### config.mk
export PLATFORM = sky130hd
export DESIGN_NAME = banked_mem_controller
export DESIGN_NICKNAME = d
export VERILOG_FILES = /design/src/rtl/memctrl_pkg.sv /design/src/rtl/mem_region_decode.sv /design/src/rtl/banked_mem_controller.sv
export SDC_FILE = /design/constraint.sdc
export NUM_CORES = 1
export LEC_CHECK = 0
export BUFFER_PORTS_ARGS = -buffer_cell sky130_fd_sc_hd__buf_2
export CORE_MARGIN = 4
export CORE_UTILIZATION = 53
export DETAILED_ROUTE_END_ITERATION = 16
export PLACE_DENSITY = 0.85
export SLEW_MARGIN = 15
export SYNTH_ARGS = -nofsm -noshare
export SYNTH_HDL_FRONTEND = slang
export SYNTH_SLANG_ARGS = --single-unit
export TNS_END_PERCENT = 20
### constraint.sdc
create_clock -name clk -period 5.7 [get_ports clk]
set_clock_uncertainty 0.15 [all_clocks]
set_input_delay 0.57 -clock clk [delete_from_list [all_inputs] [get_ports clk]]
set_output_delay 0.57 -clock clk [all_outputs]
set_load 0.02 [all_outputs]
### src/rtl/memctrl_pkg.sv
// Shared types and helpers for banked_mem_controller: FSM states, regions,
// operations, and the wait-state counter width.
package memctrl_pkg;

    localparam int unsigned WS_W = 4;

    typedef enum logic [1:0] {
        IDLE   = 2'd0,
        ACCESS = 2'd1,
        DONE   = 2'd2
    } state_t;

    typedef enum logic [1:0] {
        REG_RAM = 2'd0,
        REG_IO  = 2'd1,
        REG_ROM = 2'd2
    } region_t;

    typedef enum logic [1:0] {
        OP_READ  = 2'd0,
        OP_WRITE = 2'd1,
        OP_PUSH  = 2'd2,
        OP_POP   = 2'd3
    } op_t;

    // Anything that is neither RAM nor inside the IO window decodes as ROM,
    // so exactly one region is always selected.
    function automatic region_t region_of(input logic [31:0] addr,
                                          input logic [31:0] ram_top,
                                          input logic [31:0] io_base,
                                          input logic [31:0] io_top);
        region_t r;
        if (addr <= ram_top)
            r = REG_RAM;
        else if (addr >= io_base && addr <= io_top)
            r = REG_IO;
        else
            r = REG_ROM;
        return r;
    endfunction

endpackage

### src/rtl/mem_region_decode.sv
// Combinational address-to-region decode with per-region wait-state lookup.
module mem_region_decode
    import memctrl_pkg::*;
#(
    parameter int unsigned       ADDR_W  = 16,
    parameter logic [ADDR_W-1:0] RAM_TOP = 'h7FFF,
    parameter logic [ADDR_W-1:0] IO_BASE = 'h8000,
    parameter logic [ADDR_W-1:0] IO_TOP  = 'hBFFF,
    parameter int unsigned       RAM_WS  = 0,
    parameter int unsigned       IO_WS   = 1,
    parameter int unsigned       ROM_WS  = 2
) (
    input  logic [ADDR_W-1:0] addr,
    output region_t           region,
    output logic [WS_W-1:0]   ws
);

    always_comb begin
        region = region_of(32'(addr), 32'(RAM_TOP), 32'(IO_BASE), 32'(IO_TOP));
        ws     = WS_W'(RAM_WS);
        case (region)
            REG_RAM: ws = WS_W'(RAM_WS);
            REG_IO:  ws = WS_W'(IO_WS);
            REG_ROM: ws = WS_W'(ROM_WS);
            default: ws = WS_W'(ROM_WS);
        endcase
    end

endmodule

### src/rtl/banked_mem_controller.sv
// Banked memory controller: arbitrates CPU and stack requests onto one external bus
// with per-region wait states. Define MEMCTRL_STACK_GUARD_EN to refuse stack over/underflow.
module banked_mem_controller
    import memctrl_pkg::*;
#(
    parameter int unsigned       DATA_W     = 8,
    parameter int unsigned       ADDR_W     = 16,
    parameter logic [ADDR_W-1:0] RAM_TOP    = 'h7FFF,
    parameter logic [ADDR_W-1:0] IO_BASE    = 'h8000,
    parameter logic [ADDR_W-1:0] IO_TOP     = 'hBFFF,
    parameter int unsigned       RAM_WS     = 0,
    parameter int unsigned       IO_WS      = 1,
    parameter int unsigned       ROM_WS     = 2,
    parameter logic [ADDR_W-1:0] STACK_BASE = 'h0100,
    parameter logic [7:0]        SP_RESET   = 8'hFF
) (
    input  logic              clk,
    input  logic              rst,
    input  logic [ADDR_W-1:0] cpu_addr,
    input  logic [DATA_W-1:0] cpu_data_out,
    input  logic              cpu_mem_read,
    input  logic              cpu_mem_write,
    input  logic              stack_push,
    input  logic              stack_pop,
    input  logic [DATA_W-1:0] stack_data_out,
    output logic [DATA_W-1:0] cpu_data_in,
    output logic [DATA_W-1:0] stack_data_in,
    output logic              cpu_ready,
    output logic [7:0]        stack_pointer,
    output logic              stack_err,
    output logic [ADDR_W-1:0] ext_addr,
    output logic [DATA_W-1:0] ext_data_out,
    input  logic [DATA_W-1:0] ext_data_in,
    output logic              ext_oe,
    output logic              ext_we,
    output logic              ram_select,
    output logic              io_select,
    output logic              rom_select
);

    state_t            state, state_n;
    op_t               op_q;
    region_t           region_q;
    logic [ADDR_W-1:0] addr_q;
    logic [DATA_W-1:0] wdata_q;
    logic [WS_W-1:0]   cnt_q;
    logic [7:0]        sp;
    logic [7:0]        sp_inc;
    logic              refused_q;

    logic              req_valid;
    op_t               req_op;
    logic [ADDR_W-1:0] req_addr;
    logic [DATA_W-1:0] req_data;
    region_t           req_region;
    logic [WS_W-1:0]   req_ws;
    region_t           sel_region;
    logic              is_rd_op;
    logic              is_wr_op;

    assign sp_inc = sp + 8'd1;

    // Fixed priority pop > push > write > read; losers are simply not sampled.
    always_comb begin
        req_valid = 1'b1;
        req_op    = OP_READ;
        req_addr  = cpu_addr;
        req_data  = cpu_data_out;
        if (stack_pop) begin
            req_op   = OP_POP;
            req_addr = STACK_BASE + ADDR_W'(sp_inc);
        end else if (stack_push) begin
            req_op   = OP_PUSH;
            req_addr = STACK_BASE + ADDR_W'(sp);
            req_data = stack_data_out;
        end else if (cpu_mem_write) begin
            req_op = OP_WRITE;
        end else if (cpu_mem_read) begin
            req_op = OP_READ;
        end else begin
            req_valid = 1'b0;
        end
    end

    mem_region_decode #(
        .ADDR_W  (ADDR_W),
        .RAM_TOP (RAM_TOP),
        .IO_BASE (IO_BASE),
        .IO_TOP  (IO_TOP),
        .RAM_WS  (RAM_WS),
        .IO_WS   (IO_WS),
        .ROM_WS  (ROM_WS)
    ) u_req_decode (
        .addr   (req_addr),
        .region (req_region),
        .ws     (req_ws)
    );

`ifdef MEMCTRL_STACK_GUARD_EN
    logic req_refuse;
    logic err_q;

    assign req_refuse = (req_op == OP_PUSH && sp == 8'h00) ||
                        (req_op == OP_POP  && sp == SP_RESET);

    always_ff @(posedge clk) begin
        if (rst) begin
            refused_q <= 1'b0;
            err_q     <= 1'b0;
        end else begin
            if (state == IDLE && req_valid)
                refused_q <= req_refuse;
            if (state == DONE && refused_q)
                err_q <= 1'b1;
        end
    end

    assign stack_err = err_q;
`else
    assign refused_q = 1'b0;
    assign stack_err = 1'b0;
`endif

    assign is_rd_op = (op_q == OP_READ)  || (op_q == OP_POP);
    assign is_wr_op = (op_q == OP_WRITE) || (op_q == OP_PUSH);

    always_comb begin
        state_n   = state;
        cpu_ready = 1'b0;
        ext_oe    = 1'b0;
        ext_we    = 1'b0;
        case (state)
            IDLE: begin
                if (req_valid)
                    state_n = ACCESS;
            end
            ACCESS: begin
                ext_oe = is_rd_op && !refused_q;
                if (cnt_q == '0) begin
                    ext_we  = is_wr_op && !refused_q;
                    state_n = DONE;
                end
            end
            DONE: begin
                cpu_ready = 1'b1;
                state_n   = IDLE;
            end
            default: state_n = IDLE;
        endcase
    end

    always_ff @(posedge clk) begin
        if (rst) begin
            state         <= IDLE;
            op_q          <= OP_READ;
            region_q      <= REG_RAM;
            addr_q        <= '0;
            wdata_q       <= '0;
            cnt_q         <= '0;
            sp            <= SP_RESET;
            cpu_data_in   <= '0;
            stack_data_in <= '0;
        end else begin
            state <= state_n;
            case (state)
                IDLE: begin
                    if (req_valid) begin
                        op_q     <= req_op;
                        region_q <= req_region;
                        addr_q   <= req_addr;
                        wdata_q  <= req_data;
                        cnt_q    <= req_ws;
                    end
                end
                ACCESS: begin
                    if (cnt_q == '0) begin
                        if (!refused_q && op_q == OP_READ)
                            cpu_data_in <= ext_data_in;
                        if (!refused_q && op_q == OP_POP)
                            stack_data_in <= ext_data_in;
                    end else begin
                        cnt_q <= cnt_q - WS_W'(1);
                    end
                end
                DONE: begin
                    if (!refused_q && op_q == OP_PUSH)
                        sp <= sp - 8'd1;
                    if (!refused_q && op_q == OP_POP)
                        sp <= sp_inc;
                end
                default: ;
            endcase
        end
    end

    assign stack_pointer = sp;
    assign ext_addr      = addr_q;
    assign ext_data_out  = wdata_q;

    // Idle selects follow the live CPU address; during a transaction they follow the latched one.
    assign sel_region = (state == IDLE)
        ? region_of(32'(cpu_addr), 32'(RAM_TOP), 32'(IO_BASE), 32'(IO_TOP))
        : region_q;
    assign ram_select = (sel_region == REG_RAM);
    assign io_select  = (sel_region == REG_IO);
    assign rom_select = (sel_region == REG_ROM);

endmodule

-- Word level (Yosys, flattened, before mapping)
Cells that the tools add are included.
- equal/unequal tests: 11
- $lt $le $gt $ge: 6
- muxes and demuxes: 29
- reductions and logical operators: 17
- add/sub/neg operators: 5
- operator list (cell ; count):
    16-bit >= comparator (second input constant) ; 2
    16-bit by 15-bit <= comparator with 1-bit output (second input constant) ; 2
    16-bit <= comparator (second input constant) ; 2
    16-bit 2-to-1 mux ; 2
    8-bit 2-to-1 mux ; 4
    9-bit by 8-bit adder with 10-bit output (first input constant) ; 2
    2-bit 2-to-1 mux ; 9
    1-bit 2-to-1 mux ; 9
    3-bit AND reduction ; 3
    8-bit by 1-bit adder with 8-bit output (second input constant) ; 1
    2-bit by 1-bit == test with 1-bit output (second input constant) ; 4
    2-bit == test (second input constant) ; 4
    2-bit logical NOT ; 4
    4-bit 2-to-1 mux ; 2
    2-bit one-hot mux with 2 select lines ; 2
    4-bit one-hot mux with 2 select lines ; 1
    8-bit by 1-bit subtractor with 8-bit output (second input constant) ; 1
    2-bit != test (second input constant) ; 3
    2-bit AND reduction ; 3
    4-bit logical NOT ; 1
    2-bit nonzero test ; 2
    4-bit by 1-bit subtractor with 4-bit output (second input constant) ; 1
    1-bit logical AND ; 2
    1-bit logical OR ; 2
- input bits: 46
- flip-flop bits (word level): 58
- logic and storage cells: 77
- output and inout bits: 55

-- Depth between registers and ports, before layout
- depth after elaboration: 11
- mapped depth: 7
- mapped depth without buffers: 6

-- Cells and area by module
A second synthesis with hierarchy kept.
- cell total of the unflattened synthesis: 343
- area, all modules: 2951.6 sq um
- by module, submodules not included (module ; seq. area each (sq um) ; area each (sq um) ; cells an instance ; instances):
    banked_mem_controller ; 1161.1 ; 2901.5 ; 336 ; 1
    mem_region_decode ; 0.0 ; 50.0 ; 7 ; 1

-- Least setup slack after synthesis
Ideal clock, no wire load.
- path kind: register -> output
- start point: reg cnt_q[0]
- end point: out ext_we
- required time: 4980 ps
- slack: 3610 ps
- arrival time: 1370 ps
- buffers on the path: 0
- cell stages (with the launch flop): 5
- cells stage by stage: dfxtp_1 -> inv_1 -> ha_1 -> nor3b_1 -> and3_1
- longest elaborated chain between the ends: 3
- RTL lines (element ; RTL line ; RTL):
    from (decl) ; banked_mem_controller.sv:46 ; logic [WS_W-1:0] cnt_q;
    from (signal assigned) ; banked_mem_controller.sv:172 ; cnt_q <= req_ws;
    from (signal assigned) ; banked_mem_controller.sv:182 ; cnt_q <= cnt_q - WS_W'(1);
    4-bit logical NOT ; banked_mem_controller.sv:139 ; if (cnt_q == '0) begin
    1-bit 2-to-1 mux ; banked_mem_controller.sv:139 ;
    1-bit 2-to-1 mux ; banked_mem_controller.sv:132 ; case (state)
    to (decl) ; banked_mem_controller.sv:35 ; output logic ext_we,
No other way between the ends.

-- Final worst setup path
Ends and elaborated chain as after synthesis.

==> impl_metrics.py <==
metrics = {
    "floorplan": {
        "core_um2": 5110,
        "start_util": 0.549,
        "rows": 26,
        "die_h_um": 80.8,
        "die_area_um2": 6520,
        "chipWidth_um": 80.8,
        "pin_count": 101,
    },
    "clock_network": {
        "h-tree-depth": 3,
        "cts_tree": "built",
        "cts_inserted_buffers": 9,
        "post-cts-setup-buffers": 0,
        "cts.clk_slew.worst_paths_ps": 70,
        "cts.path.max_buffers": 2,
        "cts.sinks": 58,
        "clock_latency_ps": 330,
        "cts_hold_buf": 0,
        "ctsRootBufferMaster": "clkbuf_8",
        "cts_resized": 0,
    },
    "synth": {
        "yosysWarnings": 0,
        "synth_compound_area_frac": 0.173,
        "synth_top_area_frac": 0.414,
        "synthAdderAreaFrac": 0.0267,
        "synth_xor_area_frac": 0.0125,
        "synth_cells": 316,
        "yosysTopAreaCell": "dfxtp_1",
        "yosysUniqueCellTypes": 52,
        "yosys.area_share.simple": 0.208,
        "synth_nets": 368,
        "syn_area_per_cell_um2": 8.88,
        "synth_edf_count": 0,
        "yosys-mux-area-fraction": 0.107,
        "ys_ff_latch": 58,
        "synth_area_leaders": "dfxtp_1 41%, mux2i_1 10%, nor2_1 5.6%",
        "synth_commonest_cells": "58 x dfxtp_1, 42 x nor2_1, 31 x nand2_1",
        "synth-seq-area-share": 0.414,
        "syn-cell-area_um2": 2810,
        "async_reset_ff_frac": 0,
        "synth.most_common_cell": "dfxtp_1",
        "synth_top_family_by_area": "simple AND/OR/NAND/NOR gates",
        "synth-main-ff-cell": "dfxtp_1",
    },
    "finish": {
        "layout-drive-gt1-share": 0.312,
        "final_nets": 458,
        "nFillCells": 453,
        "stdcell_area_um2": 3440,
        "area_growth_pct": 22.6,
        "antenna_cells": 0,
        "finish.utilization": 0.674,
    },
    "pwr": {
        "cellLeakagePower_nw": 1.73,
        "power_frac_comb": 0.353,
        "switchingPower_mw": 0.497,
        "p_int_mw": 0.827,
        "ir_drop_v": 0.000235,
        "switching_share": 0.375,
        "pwr-share-clk": 0.253,
        "finalPower_mw": 1.32,
        "power_frac_seq": 0.394,
        "p_per_area_nw_per_um2": 385,
    },
    "grt": {
        "grt_overflow": 0,
        "grtUsageTotal": 0.217,
        "antenna_found_initial": 0,
        "grt_pass1_wl_um": 11100,
        "grt_pass1_vias": 2525,
        "grt_max_degree": 35,
    },
    "route": {
        "drtIter0Drc": 151,
        "drc": 0,
        "drt_wl_total_um": 6930,
        "avgRoutedWirePerCell_um": 14.4,
        "drt-pass1-iter-count": 4,
        "vias_per_cell": 5.35,
        "antenna_left": 0,
        "dr_total_vias": 2567,
    },
    "worst_setup_path": {
        "crit_type": "reg -> out",
        "crit_path_start_kind": "register",
        "cp_data_required_time_ps": 4980,
        "cp_max_fo": 5,
        "worst_ep_arrival_time_ps": 1960,
        "end_kind": "primary output",
    },
    "timing": {
        "fin_setup_tns_ps": 0,
        "hold_viol": 0,
        "tightest_slew_ps": 765,
        "clock.fmax_ghz": 0.374,
        "setup_viol": 0,
        "fin_crit_ps": 2680,
        "relSlewSlack": 0.489,
        "grt_setup_unrepaired": "false",
        "timing.final.crit_share": 0.470,
        "slew_violations": 0,
        "fin_ws_ps": 3020,
    },
    "worst_hold_path": {
        "hp-class": "reg -> reg",
    },
    "placed_design": {
        "io_buffers": 99,
        "gp_congestion": 0.928,
        "place_area_um2": 3270,
        "dp_slack_ps": 3240,
        "hpwl_um": 5130,
    },
    "status": {
        "status": "complete, no violations",
    },
    "flow_run": {
        "drv_cap": 0,
    },
}
==> routing by layer <==
| layer | part of all wire | GRT usage |
|---|---|---|
| met1 | 0.44 | 0.266 |
| met2 | 0.47 | 0.368 |
| met3 | 0.076 | 0.0554 |
| met4 | 0.011 | 0.0811 |
| met5 | 0 | 0 |
==> flip-flops by register name (all words and copies together), names as in the netlist <==
signal	count
stack_pointer	8
stack_data_in	8
op_q	2
cnt_q	4
ext_data_out	8
cpu_data_in	8
region_q	2
state	2
ext_addr	16
==> worst max-delay path: stages (launching register included) <==
cell and delay [ps]:
dfxtp_1 310, inv_1 90, ha_1 170, nor3b_1 640, and3_1 250, buf_2 170
==> final timing paths <==
kind                             startpoint                to  slack [ps]  cells past startpoint
worst max-delay path               cnt_q[0]            ext_we        3020                      5
worst min-delay path            ext_addr[8]       ext_addr[8]         290                      2
worst max register to register     cnt_q[0]  stack_data_in[7]        3470                      6
worst min register to register  ext_addr[8]       ext_addr[8]         290                      2
==> final cells by class <==
| cell class | instances | area (µm²) | area share |
|---|---|---|---|
| timing repair buffer | 100 | 503 | 0.146 |
| multi-input combinational | 228 | 1490 | 0.431 |
| clock inverter | 2 | 12.5 | 0.00364 |
| sequential | 58 | 1160 | 0.337 |
| clock buffer | 13 | 159 | 0.0462 |
| inverter | 9 | 33.8 | 0.00981 |
| tap | 70 | 87.6 | 0.0254 |
==> per-stage QoR <==
stage               std cells  hold WS, ps
floorplan                 316          296
global placement          465          277
detailed placement        465          285
CTS                       480          290
global route              480          293
finish                    480          294
==> power groups by stage <==
stage / Clock, mW / Sequential [mW] / Combinational (mW)
detailed placement: 0 / 0.529 / 0.468
finish: 0.336 / 0.522 / 0.467
CTS: 0.341 / 0.522 / 0.471
floorplan: 0 / 0.581 / 0.298
global route: 0.364 / 0.533 / 0.517
global placement: 0 / 0.527 / 0.459
==> cell families after synthesis <==
family	count (synthesis)
other	1
flip-flops	58
AND/OR/NAND/NOR	120
multiplexers	30
XOR/XNOR	4
adder cells (fa/ha/maj)	6
AO/OA/AOI/OAI	67
buffers and inverters	30
==> placed cells by master, fill, tap and decap left out, drive strengths merged, types with 2 or more instances in the layout <==
master / n
a211o: 2
a211oi: 7
a21oi: 9
a221oi: 2
a22o: 11
and2: 2
and3: 2
buf: 100
clkbuf: 13
dfxtp: 58
ha: 6
inv: 9
mux2i: 29
nand2: 31
nand2b: 10
nand3: 7
nand3b: 2
nand4: 2
nor2: 42
nor2b: 5
nor3: 5
nor3b: 2
nor4: 2
o21ai: 24
o221ai: 2
or2: 2
or3: 3
or4: 2
xnor2: 3
Power figures use the tool's default switching activity.
